===== src/rtl/somador_serial.sv =====
// somador_serial: digit-serial adder, WIDTH-bit operands added DIGIT bits per clock, LSB first.
// One DIGIT-bit adder slice is reused every cycle; the carry between digits is registered.
// Optional feature macro: SOMADOR_SUB_EN adds a 'sub' input (a - b) and an 'ovf' output.
module somador_serial #(
    parameter int unsigned WIDTH = 8,
    parameter int unsigned DIGIT = 1
) (
    input  logic             clk,
    input  logic             rst_n,
    input  logic             start,
    input  logic [WIDTH-1:0] a,
    input  logic [WIDTH-1:0] b,
    input  logic             cin,
`ifdef SOMADOR_SUB_EN
    input  logic             sub,
    output logic             ovf,
`endif
    output logic             busy,
    output logic             done,
    output logic [WIDTH:0]   soma
);

    localparam int unsigned N     = (DIGIT == 0) ? 1 : WIDTH / DIGIT;
    localparam int unsigned CNT_W = (N > 1) ? $clog2(N) : 1;

    // Reject geometries the slice walk cannot cover exactly
    generate
        if (WIDTH < 1 || DIGIT < 1 || DIGIT > WIDTH || (WIDTH % DIGIT) != 0) begin : g_bad_param
            $error("somador_serial: need 1 <= DIGIT <= WIDTH and WIDTH %% DIGIT == 0");
        end
    endgenerate

    typedef enum logic {
        IDLE = 1'b0,
        ADD  = 1'b1
    } state_t;

    state_t           state_q, state_d;
    logic [WIDTH-1:0] op_a_q, op_a_d;
    logic [WIDTH-1:0] op_b_q, op_b_d;
    logic             carry_q, carry_d;
    logic [CNT_W-1:0] cnt_q, cnt_d;
    logic             busy_d, done_d;
    logic [WIDTH:0]   soma_d;
    logic [DIGIT:0]   slice;
`ifdef SOMADOR_SUB_EN
    logic             ovf_d;
`endif

    // Shared adder slice: lowest digit of each shifted operand plus the carry register
    assign slice = {1'b0, op_a_q[DIGIT-1:0]} + {1'b0, op_b_q[DIGIT-1:0]}
                 + {{DIGIT{1'b0}}, carry_q};

    // Next-state and next-output logic
    always_comb begin
        state_d = state_q;
        op_a_d  = op_a_q;
        op_b_d  = op_b_q;
        carry_d = carry_q;
        cnt_d   = cnt_q;
        busy_d  = busy;
        done_d  = 1'b0;
        soma_d  = soma;
`ifdef SOMADOR_SUB_EN
        ovf_d   = ovf;
`endif
        case (state_q)
            IDLE: begin
                if (start) begin
                    op_a_d  = a;
                    op_b_d  = b;
                    carry_d = cin;
`ifdef SOMADOR_SUB_EN
                    // Subtraction as a + ~b + 1; cin is not used
                    if (sub) begin
                        op_b_d  = ~b;
                        carry_d = 1'b1;
                    end
`endif
                    cnt_d   = '0;
                    busy_d  = 1'b1;
                    state_d = ADD;
                end
            end
            ADD: begin
                soma_d[32'(cnt_q) * DIGIT +: DIGIT] = slice[DIGIT-1:0];
                carry_d = slice[DIGIT];
                op_a_d  = op_a_q >> DIGIT;
                op_b_d  = op_b_q >> DIGIT;
                cnt_d   = cnt_q + CNT_W'(1);
                if (cnt_q == CNT_W'(N - 1)) begin
                    soma_d[WIDTH] = slice[DIGIT];
`ifdef SOMADOR_SUB_EN
                    // Top digit still holds the operand sign bits here
                    ovf_d = (op_a_q[DIGIT-1] == op_b_q[DIGIT-1])
                         && (slice[DIGIT-1] != op_a_q[DIGIT-1]);
`endif
                    busy_d  = 1'b0;
                    done_d  = 1'b1;
                    state_d = IDLE;
                end
            end
            default: begin
                state_d = IDLE;
                busy_d  = 1'b0;
            end
        endcase
    end

    // State, datapath and output registers
    always_ff @(posedge clk or negedge rst_n) begin
        if (!rst_n) begin
            state_q <= IDLE;
            op_a_q  <= '0;
            op_b_q  <= '0;
            carry_q <= 1'b0;
            cnt_q   <= '0;
            busy    <= 1'b0;
            done    <= 1'b0;
            soma    <= '0;
`ifdef SOMADOR_SUB_EN
            ovf     <= 1'b0;
`endif
        end else begin
            state_q <= state_d;
            op_a_q  <= op_a_d;
            op_b_q  <= op_b_d;
            carry_q <= carry_d;
            cnt_q   <= cnt_d;
            busy    <= busy_d;
            done    <= done_d;
            soma    <= soma_d;
`ifdef SOMADOR_SUB_EN
            ovf     <= ovf_d;
`endif
        end
    end

endmodule


===== config.mk =====
export PLATFORM = sky130hd
export DESIGN_NAME = somador_serial
export DESIGN_NICKNAME = d
export VERILOG_FILES = /design/src/rtl/somador_serial.sv
export SDC_FILE = /design/constraint.sdc
export NUM_CORES = 1
export LEC_CHECK = 0
export ABC_AREA = 1
export CORE_AREA = 2 2 71 56
export DETAILED_ROUTE_END_ITERATION = 10
export DIE_AREA = 0 0 73 58
export PLACE_DENSITY = 0.73
export SETUP_SLACK_MARGIN = 0.15
export SYNTH_ARGS = -nofsm -noshare
export SYNTH_HDL_FRONTEND = slang
export SYNTH_SLANG_ARGS = --single-unit

===== constraint.sdc =====
create_clock -name clk -period 1.5 [get_ports clk]
set_clock_uncertainty 0.05 [all_clocks]
set_input_delay 0.15 -clock clk [delete_from_list [all_inputs] [get_ports clk]]
set_output_delay 0.15 -clock clk [all_outputs]
set_load 0.005 [all_outputs]

Word-level counts from Yosys, hierarchy flattened
Cells that the tools add are included.
{"block": "totals", "output_inout_bits": 11, "n_memories": 0, "register_bits": 32, "ram_bits": 0, "input_bits": 20, "latch_bits": 0, "rom_bits": 0}
{"block": "classes", "n_reduce_logical": 1, "div": 0, "n_eq_ne": 3, "n_shift": 2, "add_sub_neg": 4, "multipliers": 0, "bitwise": 1, "n_mux": 18, "n_lt_le_gt_ge": 0}
{"cell": "negation 3 -> 34 bit", "count": 1}
{"cell": "variable shift 1 x 34 -> 9 bit (first input constant)", "count": 1}
{"cell": "variable part select 1 x 34 -> 9 bit", "count": 1}
{"cell": "case mux 8 bit (2 select lines)", "count": 2}
{"cell": "two-way mux 8 bit", "count": 2}
{"cell": "bitwise mux 9 bit", "count": 1}
{"cell": "two-way mux 1 bit", "count": 8}
{"cell": "case mux 1 bit (2 select lines)", "count": 3}
{"cell": "case mux 3 bit (2 select lines)", "count": 1}
{"cell": "adder 3 x 1 -> 3 bit (second input constant)", "count": 1}
{"cell": "== test 3 bit (second input constant)", "count": 1}
{"cell": "two-way mux 3 bit", "count": 1}
{"cell": "adder 1 x 1 -> 2 bit", "count": 1}
{"cell": "adder 2 x 1 -> 2 bit", "count": 1}
{"cell": "!= test 2 x 1 -> 1 bit (second input constant)", "count": 1}
{"cell": "!= test 2 bit (second input constant)", "count": 1}
{"cell": "AND reduction 2 bit", "count": 1}
{"cell": "inverter 1 bit", "count": 1}

Logic depth before layout (Yosys ltp)
Gate-level depths: netlist of the first run.
{"block": "logic_depth", "depth_word": 5, "mapped_depth": 10, "mapped_depth_nobuf": 10}

Least setup slack after synthesis of the first run
No wires, ideal clock.
{"block": "synth_timing", "path_kind": "flip-flop to flip-flop", "start": "register cnt_q[0]", "end": "register soma[8]", "setup_ns": 0.065, "setup_slack_ns": -0.070, "period_less_slack_ns": 1.570, "n_path_buf": 0, "arrival_time_ns": 1.455, "stages_incl_launch_ff": 10, "required_ns": 1.385, "cell_sequence": "dfrtp_1 > inv_2 > ha_1 > ha_1 > or2_1 > nor2_1 > nand2_1 > nand2_1 > nand2_1 > nand2_1"}
{"block": "synth_via", "elab_chain_cells": 4, "elab_cells_between_ends": 6, "classes_between": "add/sub (1); eq/ne (1); shift (2); mux (2)"}
{"element": "start, declared", "line_no": "42", "rtl": "logic [CNT_W-1:0] cnt_q, cnt_d;"}
{"element": "start signal, assigned", "line_no": "129", "rtl": "cnt_q <= cnt_d;"}
{"element": "negation 3 -> 34 bit", "line_no": "86", "rtl": "soma_d[32'(cnt_q) * DIGIT +: DIGIT] = slice[DIGIT-1:0];"}
{"element": "variable part select 1 x 34 -> 9 bit / variable shift 1 x 34 -> 9 bit (equally long branches)", "line_no": "86"}
{"element": "bitwise mux 9 bit", "line_no": "86"}
{"element": "two-way mux 1 bit *", "line_no": "91", "rtl": "if (cnt_q == CNT_W'(N - 1)) begin"}
{"element": "end signal, assigned", "line_no": "132", "rtl": "soma <= soma_d;"}
{"element": "end, declared", "line_no": "20", "rtl": "output logic [WIDTH:0] soma"}
Every way passes the cells marked *; elsewhere a longest branch is shown, timed or not.
A chain may end at the register's enable or synchronous reset.

Worst setup path after layout of the first run
Same ends and word-level chain as after synthesis.

==> results of run 1 <==
-- state kept, by name, indices dropped and copies added, names as in the netlist --
| signal | cells |
|---|---|
| busy | 1 |
| carry_q | 1 |
| cnt_q | 3 |
| done | 1 |
| op_a_q | 8 |
| op_b_q | 8 |
| soma | 9 |
| state_q | 1 |
-- metal layers --
layer	global-route usage, %	vias up	part of all wire [%]
li1	-	664	-
met1	25.90	584	49
met2	24.84	33	45
met3	6.261	2	4.8
met4	7.937	0	1.3
met5	0	-	0
-- Yosys cell counts (2+ instances only) --
cell type	instances
nand3_1	15
inv_2	2
buf_6	2
nand2_1	63
ha_1	4
o21ai_0	10
o211ai_1	3
nor2_1	14
inv_1	22
dfrtp_1	32
nand4_1	2
-- per-stage QoR --
stage               TNS [ps]  hold slack (ps)  worst slack (ps)
finish                -2.441            213.0            -2.441
global route          -634.1            274.6            -114.9
CTS                   -7.774            225.1            -7.774
detailed placement    -40.13            418.4            -32.10
global placement           0            414.1             18.32
floorplan                  0           -195.6             64.46
-- final timing paths --
| kind | from | end | slack (ps) |
|---|---|---|---|
| max reg2reg | cnt_q[0]$_DFFE_PN0P_ | soma[8]$_DFFE_PN0P_ | -2 |
| min reg2reg | op_b_q[4]$_DFFE_PN0P_ | op_b_q[4]$_DFFE_PN0P_ | 440 |
| min in group clk | b[7] | op_b_q[7]$_DFFE_PN0P_ | 380 |
| min | rst_n | op_a_q[7]$_DFFE_PN0P_ | 210 |
| max in group asynchronous | rst_n | state_q$_DFF_PN0_ | 900 |
| max | cnt_q[0]$_DFFE_PN0P_ | soma[8]$_DFFE_PN0P_ | -2 |
-- what timing repair did --
item                                    4_1_cts  5_1_grt
gates resized for setup                      19       14
pin swaps                                     8        8
endpoints found under the setup margin       11       21
buffers inserted                              2        5
endpoints found under the hold margin         0        0
-- area by class of cell --
class	instances	area, um2
repair buffers	41	400.4
fillers	303	1409
well taps	42	52.55
flip-flops and latches	32	800.8
inverters	26	108.9
multi-input cells	122	674.4
clock buffers	7	96.34
-- power groups by stage --
stage | Combinational, mW | Sequential (mW) | Clock, mW
6_report | 2.51 | 1.46 | 0.716
5_1_grt | 2.83 | 1.50 | 0.779
4_1_cts | 2.32 | 1.46 | 0.732
3_5_place_dp | 2.13 | 1.46 | 0
3_3_place_gp | 2.10 | 1.46 | 0
2_1_floorplan | 1.49 | 1.42 | 0
-- logic make-up (layout without fill, tap and decap cells) --
kind of cell	Yosys count	after routing	synth area share, %
AND/OR/NAND/NOR	100	100	27.78
buffers and inverters	30	74	9.099
flip-flops	32	32	51.99
adder cells (fa/ha/maj)	5	5	4.549
AO/OA/AOI/OAI	17	17	6.580
==> reports/results.tsv, run 1 <==
metric	value	unit
status	complete, but fails checks	
failing checks	setup timing	
Final Hold Fails	0	
Bufs and invs on worst path	2	
Port Buffers	30	
critical path depth in cells	9	
final WL	3.204	mm
Overflow after GRT	0	
Worst EP required	1630	ps
antenna viol nets, final	0	
I/O pins	31	
Final Cycle Share	100.2	%
FF+latch count, synth	32	
# DRC	0	
initial DRC count	105	
RSZ-0062 raised after global routing	true	
Peak VDD IR	1.024	mV
DR vias/cell	4.752	
initial antenna violation count	0	
Worst slew margin	73.02	%
share of cells above drive strength 1	21.05	%
critical path cell sequence	inv_4, ha_4, ha_4, nor2_4, buf_4, nand2_1, nand2_1, nand2_1, nand2_1	
worst-path fanout max	4	
fin crit period	1502	ps
sequential power share	31.2	%
Switching Power	1.891	mW
post-synth top area cell	dfrtp_1	
pwr/cell area	2196	nW/um2
Clock Tree Root	clkbuf_8	
top_reg_cell synth	dfrtp_1	
worst-case clock buffer depth	2	
Initial Utilization	43.48	%
Placed Instances	256	
worst skew pair latency	280	ps
Crit path top cell by count	nand2_1	
DIE WIDTH	73	um
final instance area	2133	um2
slowest CP cell	dfrtp_1	
final setup fails	1	
Static Leak	1.099	nW
CTS tree	done	
most frequent cells in the layout	nand2_1, dfrtp_1, clkdlybuf4s50_1, inv_1, nand3_1	
Pre-antenna DRT Iters	4	
Post-synth EDFFs	0	
global-route wire length before repair	5.678	mm
Worst setup EP type	flip-flop	
Non-Filler Instances	270	
Switching Fraction	40.36	%
largest stage delay on the critical path	390	ps
Min-Delay Path Class	in2async	
CTS Sinks	32	
H-Tree Depth	2	
ANT cells	0	
syn avg cell area	8.371	um2
total core area	3542	um2
maxcap violations	0	
routability congestion estimate	0.7812	
Hold Buf Count CTS	0	
Setup CP Type	reg2reg	
Worst R2R Path Depth	9	
Post-Syn Nets	209	
post-synth cell types	26	
Clock transition at path regs	60	ps
Least-Margin Pin Slew	404.7	ps
clock share of power	15.3	%
fin nets	253	
leading cell type in the layout, fill and taps excluded	nand2_1	
Total GRT Usage	18.11	%
number of cell rows	19	
DIE AREA	4234	um2
Final WS setup	-2.441	ps
Cell Int Power	2.793	mW
Post-DP HPWL	2.144	mm
Via Count	1283	
Layout area overhead	38.51	%
asr flop ratio synth	100.0	%
CP arrival	1630	ps
top cells by area, synth	dfrtp_1, nand2_1, inv_1	
largest net degree at the start of global routing	33	
TritonCTS Buffers	5	
mapped cell area	1540	um2
Worst Setup Start Kind	flip-flop	
max-slew violations	0	
post-synthesis sequential area ratio	51.99	%
Fmax	665.6	MHz
vias in the first global route	1274	
Comb power frac	53.5	%
final core occ	60.23	%
Die Ht	58	um
Yosys top cell area share	51.99	%
total power	4.684	mW
Area after DPL	1928	um2
Gate Count Post-Synth	184	
drt wl/cell	11.87	um
Ys Warns	0	
delay-heaviest family, CP	adder cells	
(Power assumes the default switching activity.)
==> inputs of run 2 (changes only) <==
CAP_MARGIN = 40   (was unset)
PLACE_DENSITY = 0.7   (was 0.73)
SKIP_CTS_REPAIR_TIMING = 1   (was unset)
==> reports/results.tsv, run 2 (same netlist as run 1, synthesis figures left out) <==
metric	value	unit	change
status	complete, but fails checks		
failing checks	setup timing		
worst-case clock buffer depth	2		unchanged
fin nets	249		-1.6%
leading cell type in the layout, fill and taps excluded	nand2_1		
Layout area overhead	36.72	%	
total power	4.468	mW	-4.6%
Clock transition at path regs	60	ps	about the same
Final Cycle Share	100.7	%	+0.56 points
Total GRT Usage	16.81	%	-1.3 points
DIE AREA	4234	um2	unchanged
Largest register FFs	9		unchanged
Top reg by flops	soma		
Crit path top cell by count	ha_4		
Final WS setup	-10.83	ps	-8.393 ps
Min-Delay Path Class	in2async		
final core occ	59.45	%	-0.78 points
delay-heaviest family, CP	simple AND/OR/NAND/NOR gates		
Worst slew margin	73.91	%	+0.89 points
H-Tree Depth	2		unchanged
DIE WIDTH	73	um	unchanged
initial DRC count	37		-65%
final WL	2.969	mm	-7.3%
global-route wire length before repair	5.292	mm	-6.8%
CTS tree	done		
drt wl/cell	11.16	um	-5.9%
TritonCTS Buffers	5		unchanged
vias in the first global route	1198		-6.0%
biggest regs	soma (9), op_a_q (8), op_b_q (8)		
fin crit period	1511	ps	+8.393 ps
Pre-antenna DRT Iters	4		unchanged
Worst Setup Start Kind	flip-flop		
Static Leak	1.088	nW	-1.0%
maxcap violations	0		unchanged
Port Buffers	30		unchanged
final setup fails	2		+1
area of the multi-input gates	685.7	um2	+1.7%
Die Ht	58	um	unchanged
Setup CP Type	reg2reg		
final instance area	2106	um2	-1.3%
Via Count	1268		-1.2%
share of cells above drive strength 1	19.64	%	-1.4 points
largest net degree at the start of global routing	33		unchanged
Final Hold Fails	0		unchanged
Post-DP HPWL	2.163	mm	+0.93%
Worst setup EP type	flip-flop		
initial antenna violation count	0		unchanged
critical path cell sequence	inv_4, ha_4, ha_4, inv_2, nand4_1, nor2_2, nand2_1, o21ai_1, inv_1		
hold slack final	205.8	ps	-7.206 ps
total core area	3542	um2	unchanged
antenna viol nets, final	0		unchanged
Layout fillers	298		-1.7%
pwr/cell area	2122	nW/um2	-3.4%
routability congestion estimate	0.8241		+5.5%
register area	802.0	um2	+0.16%
I/O pins	31		unchanged
slowest CP cell	dfrtp_1		
Clock Tree Root	clkbuf_8		
DR vias/cell	4.767		+0.32%
max-slew violations	0		unchanged
Peak VDD IR	1.180	mV	+15%
Worst EP required	1630	ps	about the same
RSZ-0062 raised after global routing	true		
number of cell rows	19		unchanged
Bufs and invs on worst path	3		+1
CP arrival	1640	ps	about the same
Initial Utilization	43.48	%	unchanged
largest stage delay on the critical path	390	ps	about the same
Area after DPL	1928	um2	unchanged
# DRC	0		unchanged
Overflow after GRT	0		unchanged
worst-path fanout max	3		-1
most frequent cells in the layout	nand2_1, dfrtp_1, clkdlybuf4s50_1, inv_1, nand3_1		
Least-Margin Pin Slew	391.3	ps	-13.38 ps
ANT cells	0		unchanged
worst skew pair latency	280	ps	about the same
Fmax	661.9	MHz	-0.56%
setup_tns	-18.47	ps	-16.03 ps
CTS Sinks	32		unchanged
-- run 2: cell types whose count changed in the layout (fill, tap and decap cells not counted), sizes merged --
cell	before	now
buf	11	7
dlygate4sd2	2	0
clkbuf	7	6
inv	25	26
dlymetal6s2s	8	10
-- run 2: area by class of cell --
cell class / instances / share of cell area [%]
flip-flops and latches: 32 / 38.09
repair buffers: 37 / 17.94
clock buffers: 6 / 3.446
clock inverters: 1 / 0.2377
inverters: 26 / 5.229
multi-input cells: 122 / 32.56
well taps: 42 / 2.496
-- run 2: path summary, 6_finish.rpt --
| path | from | end | slack [ps] | depth (start not counted) |
|---|---|---|---|---|
| min in group clk | a[2] | op_a_q[2]$_DFFE_PN0P_ | 380 | 3 |
| max in group asynchronous | rst_n | state_q$_DFF_PN0_ | 890 | 2 |
| min reg2reg | soma[7]$_DFFE_PN0P_ | soma[7]$_DFFE_PN0P_ | 430 | 2 |
| max reg2reg | cnt_q[0]$_DFFE_PN0P_ | soma[6]$_DFFE_PN0P_ | -10 | 9 |
| max | cnt_q[0]$_DFFE_PN0P_ | soma[6]$_DFFE_PN0P_ | -10 | 9 |
| min | rst_n | op_a_q[7]$_DFFE_PN0P_ | 210 | 2 |
-- run 2: where the power goes --
group / leakage [nW] / internal, mW / switching [mW]
Sequential: 0.406 / 1.24 / 0.226
Combinational: 0.641 / 1.06 / 1.33
Clock: 0.0410 / 0.314 / 0.294
Total: 1.09 / 2.62 / 1.85
-- run 2: routing by layer --
metal,up-vias,track usage (%),share of wire (%)
li1,660,-,-
met1,580,23.62,53
met2,20,22.91,42
met3,8,5.217,3.0
met4,0,9.524,2.5
met5,-,0,0
-- run 2: worst register-to-register path: cells and delay by family, from the launching register on --
kind,cells,cell delay (ps)
compound gates,1,70
fa+ha+maj,2,330
buf+inv,3,150
flops,1,390
simple gates,3,420
-- run 2: per-stage QoR --
step,instances,setup slack [ps]
2_1_floorplan,184,64.46
5_1_grt,266,-138.4
6_report,266,-10.83
4_1_cts,263,-46.12
3_3_place_gp,256,15.84
3_5_place_dp,256,-25.54
